## src/rtl/wb_stage_buf.sv

```systemverilog
// rtl/wb_stage_buf.sv - write-back stage with a DEPTH-entry commit buffer, load extraction and hazard query
module wb_stage_buf #(
    parameter int DEPTH = 2,
    parameter int AW    = 5,
    parameter int CNT_W = 32
) (
    input  logic              clk,
    input  logic              reset,
    input  logic              in_valid,
    output logic              in_ready,
    input  logic [31:0]       in_pc,
    input  logic              in_rf_we,
    input  logic              in_sel_mem,
    input  logic [2:0]        in_ld_mode,
    input  logic [3:0]        in_byte_en,
    input  logic [31:0]       in_mem_rdata,
    input  logic [31:0]       in_alu_result,
    input  logic [AW-1:0]     in_rf_waddr,
    input  logic              rf_ready,
    output logic              rf_we,
    output logic [AW-1:0]     rf_waddr,
    output logic [31:0]       rf_wdata,
    input  logic [AW-1:0]     q_addr0,
    input  logic [AW-1:0]     q_addr1,
    output logic              q_hit0,
    output logic              q_hit1,
    output logic [CNT_W-1:0]  retire_cnt,
    output logic [31:0]       debug_wb_pc,
    output logic [3:0]        debug_wb_rf_wen,
    output logic [4:0]        debug_wb_rf_wnum,
    output logic [31:0]       debug_wb_rf_wdata
);

    localparam int PW = (DEPTH > 1) ? $clog2(DEPTH) : 1;
    localparam logic [PW:0]   FULL_CNT = DEPTH[PW:0];
    localparam logic [PW:0]   CNT_ONE  = 1;
    localparam logic [PW-1:0] PTR_ONE  = 1;

    typedef struct packed {
        logic [31:0]   pc;
        logic          rf_we;
        logic          sel_mem;
        logic [2:0]    ld_mode;
        logic [3:0]    byte_en;
        logic [31:0]   mem_rdata;
        logic [31:0]   alu_result;
        logic [AW-1:0] waddr;
    } entry_t;

    entry_t           entry_q [DEPTH];
    entry_t           entry_d [DEPTH];
    logic [PW-1:0]    wr_ptr_q, wr_ptr_d;
    logic [PW-1:0]    rd_ptr_q, rd_ptr_d;
    logic [PW:0]      count_q, count_d;
    logic [CNT_W-1:0] retire_cnt_q, retire_cnt_d;

    entry_t           head;
    entry_t           in_entry;
    logic             head_valid;
    logic             enq;
    logic             commit;
    logic [31:0]      head_data;
    logic [PW-1:0]    slot_off;

    // Reserved load modes fall through to word mode; illegal lane masks yield 0.
    function automatic logic [31:0] load_extract(input entry_t e);
        logic [7:0]  b;
        logic [15:0] h;
        logic        ok;
        logic [31:0] r;
        b  = 8'h00;
        h  = 16'h0000;
        ok = 1'b1;
        r  = e.mem_rdata;
        if (!e.sel_mem) begin
            r = e.alu_result;
        end else if (e.ld_mode[1:0] == 2'b01) begin
            case (e.byte_en)
                4'b0001: b = e.mem_rdata[7:0];
                4'b0010: b = e.mem_rdata[15:8];
                4'b0100: b = e.mem_rdata[23:16];
                4'b1000: b = e.mem_rdata[31:24];
                default: ok = 1'b0;
            endcase
            r = ok ? {{24{b[7] & ~e.ld_mode[2]}}, b} : 32'h0;
        end else if (e.ld_mode[1:0] == 2'b10) begin
            case (e.byte_en)
                4'b0011: h = e.mem_rdata[15:0];
                4'b1100: h = e.mem_rdata[31:16];
                default: ok = 1'b0;
            endcase
            r = ok ? {{16{h[15] & ~e.ld_mode[2]}}, h} : 32'h0;
        end
        return r;
    endfunction

    always_comb begin
        in_entry.pc         = in_pc;
        in_entry.rf_we      = in_rf_we;
        in_entry.sel_mem    = in_sel_mem;
        in_entry.ld_mode    = in_ld_mode;
        in_entry.byte_en    = in_byte_en;
        in_entry.mem_rdata  = in_mem_rdata;
        in_entry.alu_result = in_alu_result;
        in_entry.waddr      = in_rf_waddr;

        head       = entry_q[rd_ptr_q];
        head_valid = (count_q != '0);
        in_ready   = (count_q != FULL_CNT);
        enq        = in_valid & in_ready;
        // Non-writing entries drain regardless of register-file backpressure.
        commit     = head_valid & (rf_ready | ~head.rf_we);
        head_data  = load_extract(head);

        entry_d = entry_q;
        if (enq) begin
            entry_d[wr_ptr_q] = in_entry;
        end
        wr_ptr_d = enq ? wr_ptr_q + PTR_ONE : wr_ptr_q;
        rd_ptr_d = commit ? rd_ptr_q + PTR_ONE : rd_ptr_q;
        case ({enq, commit})
            2'b10:   count_d = count_q + CNT_ONE;
            2'b01:   count_d = count_q - CNT_ONE;
            default: count_d = count_q;
        endcase
        retire_cnt_d = retire_cnt_q + CNT_W'(commit);
    end

    always_comb begin
        rf_we    = head_valid & head.rf_we & (head.waddr != '0) & rf_ready;
        rf_waddr = head_valid ? head.waddr : '0;
        rf_wdata = head_valid ? head_data : 32'h0;

        debug_wb_pc       = head_valid ? head.pc : 32'h0;
        debug_wb_rf_wen   = {4{rf_we}};
        debug_wb_rf_wnum  = 5'(rf_waddr);
        debug_wb_rf_wdata = rf_wdata;
        retire_cnt        = retire_cnt_q;

        // The head stays visible to the query even in the cycle it commits.
        q_hit0   = 1'b0;
        q_hit1   = 1'b0;
        slot_off = '0;
        for (int i = 0; i < DEPTH; i++) begin
            slot_off = PW'(i) - rd_ptr_q;
            if (({1'b0, slot_off} < count_q) && entry_q[i].rf_we && (entry_q[i].waddr != '0)) begin
                if (entry_q[i].waddr == q_addr0) begin
                    q_hit0 = 1'b1;
                end
                if (entry_q[i].waddr == q_addr1) begin
                    q_hit1 = 1'b1;
                end
            end
        end
    end

    always_ff @(posedge clk or negedge reset) begin
        if (!reset) begin
            wr_ptr_q     <= '0;
            rd_ptr_q     <= '0;
            count_q      <= '0;
            retire_cnt_q <= '0;
        end else begin
            wr_ptr_q     <= wr_ptr_d;
            rd_ptr_q     <= rd_ptr_d;
            count_q      <= count_d;
            retire_cnt_q <= retire_cnt_d;
        end
    end

    // Payload storage needs no reset: occupancy alone decides what is valid.
    always_ff @(posedge clk) begin
        entry_q <= entry_d;
    end

endmodule

```

## config.mk

```make
export PLATFORM = sky130hd
export DESIGN_NAME = wb_stage_buf
export DESIGN_NICKNAME = d
export VERILOG_FILES = /design/src/rtl/wb_stage_buf.sv
export SDC_FILE = /design/constraint.sdc
export NUM_CORES = 1
export LEC_CHECK = 0
export CAP_MARGIN = 25
export CELL_PAD_IN_SITES_DETAIL_PLACEMENT = 1
export CELL_PAD_IN_SITES_GLOBAL_PLACEMENT = 2
export CORE_AREA = 2 2 200 163
export CTS_CLUSTER_SIZE = 10
export DETAILED_ROUTE_END_ITERATION = 8
export DIE_AREA = 0 0 202 165
export DONT_BUFFER_PORTS = 1
export GPL_TIMING_DRIVEN = 0
export PLACE_DENSITY = 0.69
export SLEW_MARGIN = 5
export SYNTH_ARGS = -nofsm -noshare
export SYNTH_HDL_FRONTEND = slang
export SYNTH_SLANG_ARGS = --single-unit
export TNS_END_PERCENT = 30
```

## constraint.sdc

```tcl
create_clock -name clk -period 7.3 [get_ports clk]
set_clock_uncertainty 0.2 [all_clocks]
set_input_delay 1.46 -clock clk [delete_from_list [all_inputs] [get_ports clk]]
set_output_delay 1.46 -clock clk [all_outputs]
set_load 0.01 [all_outputs]
```

Word-level counts from Yosys, hierarchy flattened --
Cells that the tools add are included.
Storage, ports and cells: input bits 124, logic and storage cells 108, register bits 256, output and inout port bits 146
Cells by class: equality and inequality tests 15, reduce and logical (&&, ||, !) cells 12, $add $sub $neg 7, bitwise gates (word level) 12, order comparisons 5, multiplexer cells 37
Operator list (count):
- 2-to-1 mux 110 bit | 4
- 2-to-1 mux 32 bit | 7
- bitwise mux 220 bit | 1
- demux 110 bit (select 1 bit) | 1
- 2-to-1 mux 16 bit | 3
- adder 32 x 1 -> 32 bit | 1
- case mux 16 bit (2 select lines) | 1
- case mux 8 bit (4 select lines) | 1
- == test 5 bit | 4
- 2-to-1 mux 8 bit | 2
- 2-to-1 mux 1 bit | 15
- nonzero test 5 bit | 3
- == test 4 x 2 -> 1 bit (second input constant) | 2
- == test 4 bit (second input constant) | 2
- AND 1 bit | 7
- logical AND 1 bit | 5
- 2-to-1 mux 5 bit | 1
- == test 2 x 1 -> 1 bit (second input constant) | 2
- == test 2 bit (second input constant) | 2
- == test 4 x 1 -> 1 bit (second input constant) | 1
- == test 4 x 3 -> 1 bit (second input constant) | 1
- >= comparator 2 bit (second input constant) | 2
- less-than comparator 1 x 2 -> 1 bit | 2
- NOT 1 -> 2 bit | 2
- other kinds (12) | 16

Logic depth before layout (Yosys ltp) --
Gate-level depths: netlist of the first run.
depth after elaboration 15, depth in mapped cells 15, mapped depth without buffers 10

Worst setup path after synthesis of the first run --
OpenSTA, ideal clock, no wires.
kind input to register, start point input port in_valid, end point register entry_q[110] (netlist name) (enable), stages on the path 2, arrival 6.132 ns, slack 0.388 ns, required time 6.520 ns, cells stage by stage nand2_1 > nor2_1
On the way: longest elaborated chain between the ends 1
RTL lines:
- from (decl) | line 9 | input logic in_valid,
- AND 1 bit | line 110 | enq = in_valid & in_ready;
- to (signal assigned) | line 173 | entry_q <= entry_d;
- to (decl) | line 50 | entry_t entry_q [DEPTH];
No other way between the ends. A chain may end at the register's enable or synchronous reset.

Final worst setup path of the first run --
start point register rd_ptr_q, end point output port rf_wdata[5]
On the way: longest elaborated chain between the ends 15, elaborated cells between the ends (all ways) 34, classes of those cells eq/ne: 8; mux: 23; bitwise: 1; reduce/logical: 2
RTL lines:
- from (decl) | line 53 | logic [PW-1:0] rd_ptr_q, rd_ptr_d;
- from (signal assigned) | line 165 | rd_ptr_q <= rd_ptr_d;
- NOT 1 -> 2 bit (not written as such) * | line 107 | head = entry_q[rd_ptr_q];
- 2-to-1 mux 110 bit (not written as such) * (3 in a row) | line 107
- == test 4 bit or == test 4 x 2 -> 1 bit (tied branches) | line 87 | case (e.byte_en)
- OR reduction 2 bit (no source line)
- 2-to-1 mux 1 bit | line 87
- 2-to-1 mux 1 bit | line 86 | end else if (e.ld_mode[1:0] == 2'b10) begin
- 2-to-1 mux 1 bit | line 77 | end else if (e.ld_mode[1:0] == 2'b01) begin
- 2-to-1 mux 1 bit | line 75 | if (!e.sel_mem) begin
- 2-to-1 mux 32 bit | line 92 | r = ok ? {{16{h[15] & ~e.ld_mode[2]}}, h} : 32'h0;
- 2-to-1 mux 32 bit | line 86
- 2-to-1 mux 32 bit | line 77
- 2-to-1 mux 32 bit * | line 75
- 2-to-1 mux 32 bit * | line 132 | rf_wdata = head_valid ? head_data : 32'h0;
- to (decl) | line 22 | output logic [31:0] rf_wdata,
Every way passes the cells marked *; elsewhere a longest branch is shown, timed or not. The select of a mux whose other input is x is not followed.

==> impl_metrics.env, run 1 <==
export IMPL_worst_pin_slew_ns=0.836
export IMPL_synth_largest_area_cell="edfxtp_1"
export IMPL_fillers=3129
export IMPL_ys_async_sr_fraction_pct=14.1
export IMPL_path_max_fanout=10
export IMPL_place_port_buffers=0
export IMPL_crit_required_ns=5.64
export IMPL_die_area_mm2=0.0333
export IMPL_synth_compound_area_share_pct=9.13
export IMPL_drc=0
export IMPL_viasPerCell=5.24
export IMPL_cts_max_path_buffers=3
export IMPL_fp_coreArea_mm2=0.0311
export IMPL_synth_flop_cell="edfxtp_1"
export IMPL_rsz0062_at_grt="false"
export IMPL_p_comb_share_pct=40.8
export IMPL_clock_power_share_pct=23.4
export IMPL_post_cts_buffers=0
export IMPL_min_path_type="reg -> reg"
export IMPL_ys_types=61
export IMPL_synthSimpleGateAreaFrac_pct=9.42
export IMPL_die_w_um=202
export IMPL_gp_congestion=0.779
export IMPL_n_antenna_cell=0
export IMPL_synth_warnings=0
export IMPL_cp_end_kind="primary output"
export IMPL_synth_edf_count=220
export IMPL_cp_arrival_ns=3.42
export IMPL_yosys_top_cells_area="edfxtp_1, dfrtp_1, mux2i_1"
export IMPL_power_density_mw_per_mm2=449
export IMPL_dr_pass1_iters=5
export IMPL_start_util_pct=36.8
export IMPL_synth_top_family_by_area="simple AND/OR/NAND/NOR gates"
export IMPL_grt_pass1_vias=7272
export IMPL_synth_xor_area_share_pct=4.20
export IMPL_syn_area_mm2=0.0115
export IMPL_cts_tree="yes"
export IMPL_synthToLayoutAreaGrowth_pct=13.9
export IMPL_cts_resized=0
export IMPL_p_sw_uw=2250
export IMPL_drt_iter0_drc=424
export IMPL_dp_hpwl_um=22800
export IMPL_vdd_ir_drop_max_v=0.000223
export IMPL_std_cell_rows=58
export IMPL_place_area_mm2=0.0121
export IMPL_antenna_found_initial=0
export IMPL_fin_nets=976
export IMPL_worst_path_buf_inv=5
export IMPL_syn_avg_cell_area_um2=14.2
export IMPL_clkTransAtPathRegs_ns=0.06
export IMPL_synth_seq_cells=256
export IMPL_drt_antenna_violating_nets=0
export IMPL_sw_frac_of_total_pct=38.4
export IMPL_status="completed"
export IMPL_drv_slew=0
export IMPL_die_y_um=165
export IMPL_cts_htree_levels=1
export IMPL_grt_max_degree=53
export IMPL_stdcell_area_mm2=0.0131
export IMPL_crit_top_cell="buf_6"
export IMPL_vias=6771
export IMPL_synth_adder_area_share_pct=0.328
export IMPL_drive_gt1_share_pct=16.2
export IMPL_min_period_ns=5.08
export IMPL_grt_ovfl_total=0
export IMPL_numCtsBuffers=30
export IMPL_slowest_delay_ns=0.73
export IMPL_power_share_sequential_pct=35.8
export IMPL_num_io_pins=270
export IMPL_syn_nets=935
export IMPL_drt_wl_total_um=31100
export IMPL_synth_mux_area_share_pct=6.66
export IMPL_fmax_mhz=197
export IMPL_fin_setup_tns_ns=0
export IMPL_crit_chain="buf_6, buf_6, buf_2, nand2b_1, clkbuf_1, a221oi_1, nor4_1, buf_4"
export IMPL_ctsHoldBuffers=0
export IMPL_crit_slowest_cell="nor4_1"
export IMPL_clock_root_buffer="clkbuf_16"
export IMPL_cts_num_sinks=256
export IMPL_setup_violations=0
export IMPL_slew_limit_headroom_pct=43.7
export IMPL_synth_seq_area_share_pct=65.5
export IMPL_power_leakage_uw=0.00477
export IMPL_grt_usage_pct=18.4
export IMPL_grt_pass1_wl_um=45900
export IMPL_clock_latency_ns=0.58
export IMPL_crit_path_start_kind="register"
export IMPL_cap_violations=0
export IMPL_p_int_uw=3620
export IMPL_fin_crit_sh_pct=69.6
export IMPL_path_delay_family="buffers and inverters"
export IMPL_critPathKind="reg -> out"
export IMPL_synthCells=808
export IMPL_wl_per_cell_um=24.1
export IMPL_hold_viol_final=0
export IMPL_synth_top_cell_area_share_pct=57.6
-- layer usage --
layer	vias to the layer above	share of wire (%)	track usage [%]
met5	-	0	0
met4	0	1.6	3.81
met3	36	10	7.16
met2	229	46	28.8
met1	3377	42	24.4
li1	3129	-	-
-- cells in the final DEF, fill, tap and decap left out, drive strengths merged, types with 4 or more instances in the layout --
| master | instances |
|---|---|
| mux2 | 4 |
| a21oi | 21 |
| nor2b | 8 |
| and2 | 17 |
| o41ai | 15 |
| xor2 | 20 |
| mux2i | 71 |
| a221oi | 7 |
| xnor2 | 35 |
| or2 | 6 |
| nor4 | 8 |
| and3 | 8 |
| nor3b | 4 |
| a22o | 16 |
| nand4 | 6 |
| o21ai | 4 |
| nand3 | 21 |
| a22oi | 4 |
| nand2b | 4 |
| nand2 | 24 |
| inv | 7 |
| edfxtp | 220 |
| dfrtp | 36 |
| a211oi | 14 |
| nor3 | 21 |
| o22ai | 29 |
| clkbuf | 68 |
| nor2 | 73 |
| buf | 71 |
-- cells in the mapped netlist, types with 3 or more instances --
cell / number
dfrtp_1: 36
buf_4: 48
xor2_1: 20
nand4_1: 6
clkbuf_1: 15
a22o_1: 16
o41ai_1: 5
nor3_1: 21
buf_6: 5
a211oi_1: 14
nand2b_1: 4
nor2_1: 71
a22oi_1: 3
xnor2_1: 35
o221ai_1: 3
a21oi_1: 20
nand3_1: 21
or2_2: 5
nor4_1: 8
inv_1: 7
o41ai_2: 10
nand2_1: 24
edfxtp_1: 220
mux2i_1: 71
o22ai_1: 28
ha_1: 3
and3_1: 8
a221oi_1: 7
and2_1: 17
nor2b_1: 8
buf_2: 9
-- cell type report --
class | count | area [um2] | area share, %
timing repair buffer | 9 | 150 | 1.15
sequential | 256 | 7510 | 57.5
clock buffer | 53 | 868 | 6.65
inverter | 7 | 26.3 | 0.201
clock inverter | 2 | 35.0 | 0.268
buffer | 77 | 518 | 3.97
multi-input combinational | 468 | 3420 | 26.2
tap | 420 | 526 | 4.03
-- state kept, by name, summed over array words and instances, names as in the netlist --
register and cells:
rd_ptr_q 1, count_q 2, entry_q 220, retire_cnt 32, wr_ptr_q 1
-- final timing paths --
kind                                start              to  slack, ns  depth (start not counted)
max reg2reg                      rd_ptr_q  retire_cnt[28]       3.27                         15
max in group asynchronous           reset  retire_cnt[27]       6.42                          0
min                        retire_cnt[31]  retire_cnt[31]       0.35                          1
min in group asynchronous           reset   retire_cnt[0]       0.37                          0
max                              rd_ptr_q     rf_wdata[5]       2.22                          8
min reg2reg                retire_cnt[31]  retire_cnt[31]       0.35                          1
-- logic make-up (layout without fill, tap and decap cells) --
| group | count (synthesis) | count (layout) |
|---|---|---|
| flip-flops | 256 | 256 |
| AND/OR/NAND/NOR | 210 | 210 |
| AO/OA/AOI/OAI | 125 | 125 |
| buffers and inverters | 84 | 148 |
| multiplexers | 75 | 75 |
| XOR/XNOR | 55 | 55 |
| adder cells (fa/ha/maj) | 3 | 3 |
-- per-stage QoR --
stage	worst slack [ns]	instances	power [uW]	hold slack (ns)	util [%]
after CTS	1.92	1291	5960	0.340	41.9
final	2.22	1292	5870	0.349	41.9
after global routing	1.99	1292	6200	0.339	41.9
after global placement	-2.79	1228	4550	0.278	38.5
after detailed placement	2.55	1236	4570	0.338	39.0
after floorplan	0.388	808	3890	0.261	-
-- power by group through the flow --
stage               combinational, uW  sequential, uW  clock [uW]
floorplan                        1760            2130           0
global route                     2590            2130        1480
detailed placement               2430            2130           0
CTS                              2440            2100        1420
global placement                 2350            2200           0
finish                           2390            2100        1370
No activity file was read; power rests on OpenSTA's default activity.
==> inputs of run 2 (changes only) <==
Settings changed: ABC_AREA set to 1, CORE_AREA 2 2 200 163 to 2 2 207 169, DIE_AREA 0 0 202 165 to 0 0 209 171, PLACE_DENSITY 0.69 to 0.76.
Clock period 7.3 ns to 4.6 ns, I/O delays scaled along.
==> run 2 against run 1 <==
  * Synthesized area grew 4.5%
  * Final area grew 4.7%
  * Largest cell class unchanged
  * Worst hold slack lost 0.11 ns
  * Non-clock buffer count grew 18
  * Global-route usage grew 0.72 points
  * First-iteration DRC count grew 23%
  * Clock power grew 54%
  * Sequential share of layout area shrank 2.6 points
  * Wire length grew 11%
  * Flip-flop and latch count is the same
  * Combinational power grew 110%
==> impl_metrics.env, run 2 <==
export IMPL_status="completed"
export IMPL_synth_seq_area_share_pct=62.7
export IMPL_dp_cells=1628
export IMPL_fp_coreArea_mm2=0.0340
export IMPL_rsz0062_at_grt="false"
export IMPL_gp_congestion=0.820
export IMPL_synth_most_common_cell="nand2_1"
export IMPL_cts_num_sinks=256
export IMPL_hp_start="in_rf_waddr[1]"
export IMPL_drt_iter0_drc=523
export IMPL_min_period_ns=4.22
export IMPL_numCtsBuffers=30
export IMPL_synthToLayoutAreaGrowth_pct=14.1
export IMPL_grt_ovfl_total=0
export IMPL_worst_pin_slew_ns=0.567
export IMPL_cp_end_kind="primary output"
export IMPL_viasPerCell=4.97
export IMPL_syn_nets=1304
export IMPL_fin_crit_sh_pct=91.8
export IMPL_wl_per_cell_um=20.6
export IMPL_r2r_end="retire_cnt[26]"
export IMPL_synth_seq_cells=256
export IMPL_hold_end="entry_q[111]"
export IMPL_dp_hpwl_um=26700
export IMPL_path_max_fanout=10
export IMPL_die_w_um=209
export IMPL_layout_commonest_cell="nand2_1"
export IMPL_die_area_mm2=0.0357
export IMPL_vias=8336
export IMPL_crit_path_start_kind="register"
export IMPL_min_path_type="in -> reg"
export IMPL_critPathKind="reg -> out"
export IMPL_power_density_mw_per_mm2=756
export IMPL_synth_compound_area_share_pct=5.67
export IMPL_drive_gt1_share_pct=13.2
export IMPL_crit_required_ns=3.48
export IMPL_cp_arrival_ns=3.10
export IMPL_grt_max_degree=37
export IMPL_synth_xor_area_share_pct=3.88
export IMPL_mostFrequentLayoutCells="nand2_1, edfxtp_1, nor2_1"
export IMPL_cts_htree_levels=1
export IMPL_start_util_pct=35.3
export IMPL_grt_usage_pct=19.1
export IMPL_synth_flop_cell="edfxtp_1"
export IMPL_place_port_buffers=0
export IMPL_hold_ws_ns=0.242
export IMPL_num_io_pins=270
export IMPL_synth_largest_area_cell="edfxtp_1"
export IMPL_p_sw_uw=4470
export IMPL_drt_antenna_violating_nets=0
export IMPL_cts_tree="yes"
export IMPL_largest_register_ffs=220
export IMPL_holdPathStages=0
export IMPL_syn_area_mm2=0.0120
export IMPL_regToRegSetupSlack_ns=0.77
export IMPL_cts_max_path_buffers=3
export IMPL_vdd_ir_drop_max_v=0.000475
export IMPL_syn_avg_cell_area_um2=10.2
export IMPL_synth_warnings=0
export IMPL_fin_nets=1348
export IMPL_synth_top_cell_area_share_pct=55.2
export IMPL_clock_power_share_pct=20.4
export IMPL_clock_latency_ns=0.57
export IMPL_setup_violations=0
export IMPL_synthSimpleGateAreaFrac_pct=20.3
export IMPL_drv_slew=0
export IMPL_fmax_mhz=237
export IMPL_synth_top_cells_by_count="nand2_1, edfxtp_1, nor2_1"
export IMPL_top_register="entry_q"
export IMPL_synthCells=1177
export IMPL_slew_limit_headroom_pct=62.2
export IMPL_synth_adder_area_share_pct=0.313
export IMPL_std_cell_rows=61
export IMPL_antenna_found_initial=0
export IMPL_power_leakage_uw=0.00548
export IMPL_stdcell_count=1677
export IMPL_ys_async_sr_fraction_pct=14.1
export IMPL_synth_edf_count=220
export IMPL_drt_wl_total_um=34600
export IMPL_grt_pass1_vias=8813
export IMPL_synth_top_family_by_area="simple AND/OR/NAND/NOR gates"
export IMPL_clock_root_buffer="clkbuf_16"
export IMPL_yosys_top_cells_area="edfxtp_1, nand2_1, dfrtp_1"
export IMPL_post_cts_buffers=0
export IMPL_n_antenna_cell=0
export IMPL_clkTransAtPathRegs_ns=0.06
export IMPL_dr_pass1_iters=5
export IMPL_hold_viol_final=0
export IMPL_power_share_sequential_pct=31.9
export IMPL_sw_frac_of_total_pct=43.3
export IMPL_cap_violations=0
export IMPL_die_y_um=171
export IMPL_synth_mux_area_share_pct=0.449
export IMPL_r2r_start="rd_ptr_q"
export IMPL_rr_worst_depth=17
export IMPL_drc=0
export IMPL_ys_types=35
export IMPL_grt_pass1_wl_um=51800
export IMPL_p_comb_share_pct=47.7
export IMPL_p_int_uw=5860
run 2: cell types whose count changed in the layout (fill, tap and decap cells not counted), moves of 39 or more:
cell     change
a21oi_1     +39
o21ai_0     +43
nor2_1      +90
nand2_1    +312
inv_1       +41
mux2i_1     -67
run 2: repair_timing:
action,CTS,global route
gates resized for setup,1,0
setup endpoints to repair,1,0
hold buffers,2,0
endpoints found under the hold margin,36,0
run 2: final cells by class:
| class | instances | area (um2) |
|---|---|---|
| clock buffers | 44 | 813 |
| fillers | 3783 | 20300 |
| multi-input cells | 777 | 3690 |
| repair buffers | 12 | 275 |
| inverters | 52 | 195 |
| well taps | 441 | 552 |
| flip-flops and latches | 256 | 7510 |
| clock inverters | 3 | 28.8 |
| plain buffers | 92 | 606 |
run 2: power groups by stage:
stage               clock, uW  sequential [uW]  combinational [uW]
floorplan                   0             3360                3490
global placement            0             3450                4760
detailed placement          0             3340                4980
CTS                      2170             3300                5010
global route             2250             3340                5450
finish                   2110             3290                4930
run 2: cell families (layout without fill, tap and decap cells):
family                   Yosys count  after routing
AND/OR/NAND/NOR                  591            591
flip-flops                       256            256
buffers and inverters            144            203
AO/OA/AOI/OAI                    125            125
XOR/XNOR                          53             53
multiplexers                       5              5
adder cells (fa/ha/maj)            3              3
run 2: metrics by stage:
stage / area (um2) / setup WS, ns / power, uW / TNS [ns] / util (%)
floorplan: 12000 / -1.78 / 6840 / -195.37 / -
global placement: 12500 / -4.93 / 8200 / -744.52 / 36.9
detailed placement: 12800 / 0.612 / 8320 / 0 / 37.7
CTS: 13700 / 0.254 / 10500 / 0 / 40.2
global route: 13700 / 0.0782 / 11000 / 0 / 40.2
finish: 13700 / 0.378 / 10300 / 0 / 40.2
run 2: how the worst max path moves through the flow:
stage	start	endpoint	slack, ns	depth (start not counted)
3_5_place_dp	rd_ptr_q	rf_wdata[30]	0.61	9
5_1_grt	rd_ptr_q	rf_wdata[30]	0.08	9
4_1_cts	rd_ptr_q	rf_wdata[30]	0.25	9
6_report	rd_ptr_q	rf_wdata[30]	0.38	9
3_3_place_gp	in_valid	entry_q[141]	-4.93	2
2_1_floorplan	in_valid	entry_q[110]	-1.78	2
run 2: metal layers:
layer / track usage, % / share of wire [%]
met5: 0 / 0
met4: 4.01 / 1.7
met3: 6.13 / 7.6
met2: 31.0 / 46
met1: 25.3 / 44
run 2: worst max-delay path: stages (launching register included):
cell      delay (ns)
dfrtp_1         0.37
buf_6           0.14
inv_2           0.07
buf_6           0.15
nor2_1          0.06
nor2_2          0.42
clkbuf_1        0.39
o21ai_0         0.27
a21oi_1         0.44
buf_4           0.21
==> inputs of run 3 (changes only) <==
Settings changed: CELL_PAD_IN_SITES_DETAIL_PLACEMENT 1 to 0, CELL_PAD_IN_SITES_GLOBAL_PLACEMENT 2 to 1, CORE_AREA 2 2 207 169 to 2 2 205 166, DIE_AREA 0 0 209 171 to 0 0 207 168, PLACE_DENSITY 0.76 to 0.65.
==> run 3 against run 2 <==
  * Wire length shrank 7.1%
  * Worst setup slack improved by 0.017 ns
  * Non-clock buffer count is 2 lower
  * Power decreased by 1.5%
  * Largest power group unchanged
  * Final cell count down 0.42%
==> impl_metrics.env, run 3 (synthesis results as in run 2) <==
export IMPL_status="completed"
export IMPL_gp_congestion=0.863
export IMPL_hold_ws_ns=0.222
export IMPL_cp_end_kind="primary output"
export IMPL_hp_start="in_pc[20]"
export IMPL_rr_worst_depth=17
export IMPL_die_area_mm2=0.0348
export IMPL_drt_antenna_violating_nets=0
export IMPL_mostFrequentLayoutCells="nand2_1, edfxtp_1, nor2_1"
export IMPL_antenna_found_initial=2
export IMPL_cts_tree="yes"
export IMPL_drv_slew=0
export IMPL_drt_wl_total_um=32100
export IMPL_fillers=3235
export IMPL_clkTransAtPathRegs_ns=0.06
export IMPL_layout_commonest_cell="nand2_1"
export IMPL_grt_max_degree=37
export IMPL_synthToLayoutAreaGrowth_pct=13.5
export IMPL_holdPathStages=0
export IMPL_cap_violations=0
export IMPL_drt_iter0_drc=556
export IMPL_dp_hpwl_um=24100
export IMPL_fin_crit_sh_pct=91.4
export IMPL_setup_violations=0
export IMPL_die_y_um=168
export IMPL_place_port_buffers=0
export IMPL_dr_pass1_iters=5
export IMPL_vdd_ir_drop_max_v=0.000480
export IMPL_final_util_pct=41.2
export IMPL_regToRegSetupSlack_ns=0.88
export IMPL_pre_cts_slack_ns=0.546
export IMPL_die_w_um=207
export IMPL_largest_register_ffs=220
export IMPL_worst_pin_slew_ns=0.762
export IMPL_slew_limit_headroom_pct=49.1
export IMPL_clock_root_buffer="clkbuf_16"
export IMPL_vias=8050
export IMPL_power_leakage_uw=0.00546
export IMPL_cts_max_path_buffers=3
export IMPL_num_io_pins=270
export IMPL_drive_gt1_share_pct=13.0
export IMPL_cts_num_sinks=256
export IMPL_drc=0
export IMPL_hold_end="entry_q[208]"
export IMPL_crit_path_start_kind="register"
export IMPL_setup_ws_ns=0.395
export IMPL_clock_latency_ns=0.58
export IMPL_rsz0062_at_grt="false"
export IMPL_grt_pass1_wl_um=48700
export IMPL_grt_usage_pct=18.3
export IMPL_cp_arrival_ns=3.08
export IMPL_std_cell_rows=60
export IMPL_r2r_end="retire_cnt[26]"
export IMPL_cts_htree_levels=1
export IMPL_viasPerCell=4.82
export IMPL_min_path_type="in -> reg"
export IMPL_numCtsBuffers=30
export IMPL_top_register="entry_q"
export IMPL_grt_ovfl_total=0
export IMPL_start_util_pct=36.3
export IMPL_n_antenna_cell=0
export IMPL_crit_required_ns=3.48
export IMPL_fp_coreArea_mm2=0.0330
export IMPL_wl_per_cell_um=19.2
export IMPL_hold_viol_final=0
export IMPL_min_period_ns=4.20
export IMPL_fmax_mhz=238
export IMPL_critPathKind="reg -> out"
export IMPL_r2r_start="rd_ptr_q"
export IMPL_path_max_fanout=10
export IMPL_power_density_mw_per_mm2=749
export IMPL_fin_nets=1346
export IMPL_grt_pass1_vias=8141
[run 3: metrics by stage]
| stage | power (uW) | setup TNS, ns | cell area (um2) | instances |
|---|---|---|---|---|
| 3_3_place_gp | 8160 | -731.11 | 12500 | 1611 |
| 5_1_grt | 10900 | 0 | 13600 | 1670 |
| 6_report | 10200 | 0 | 13600 | 1670 |
| 3_5_place_dp | 8180 | 0 | 12700 | 1619 |
| 4_1_cts | 10300 | 0 | 13600 | 1670 |
| 2_1_floorplan | 6840 | -195.37 | 12000 | 1177 |
[run 3: where the power goes]
part	switching, uW	internal, uW
Sequential	188	3100
Clock	904	1200
Combinational	3270	1520
[run 3: worst max-delay path by stage]
stage | startpoint | to | slack (ns)
detailed placement | rd_ptr_q | rf_wdata[30] | 0.55
CTS | rd_ptr_q | rf_wdata[30] | 0.19
global route | rd_ptr_q | rf_wdata[30] | 0.14
floorplan | in_valid | entry_q[110] | -1.78
finish | rd_ptr_q | rf_wdata[17] | 0.40
global placement | in_valid | entry_q[139] | -4.82
[run 3: layout make-up]
class	count	area (um2)	share of cell area, %
Clock buffer	45	807	5.94
Clock inverter	4	42.5	0.313
Timing Repair Buffer	10	205	1.51
Inverter	52	195	1.44
Multi-Input combinational cell	777	3690	27.1
Tap cell	434	543	3.99
Sequential cell	256	7510	55.2
Buffer	92	607	4.46
[run 3: per-layer routing]
metal  GRT usage (%)  share of wire (%)
met5               0                  0
met4            3.57                1.5
met3            6.68                8.9
met2            28.8                 45
met1            24.6                 44
[run 3: worst max-delay path: stages, from the launching register on]
cell and delay, ns:
dfrtp_1 0.35, buf_6 0.14, buf_6 0.15, buf_4 0.20, buf_2 0.25, nand2_1 0.07, o21ai_0 0.17, inv_1 0.15
nand2_1 0.10, nand3_1 0.09, nand2_1 0.07, nand2_1 0.06, a21oi_1 0.46, buf_4 0.22
[run 3: repair_timing]
| item | CTS | global route |
|---|---|---|
| endpoints found under the hold margin | 36 | 0 |
| buffers inserted | 0 | 0 |
| gates resized for setup | 1 | 2 |
| pin swaps | 0 | 0 |
| hold buffers | 2 | 0 |
| setup endpoints to repair | 1 | 1 |
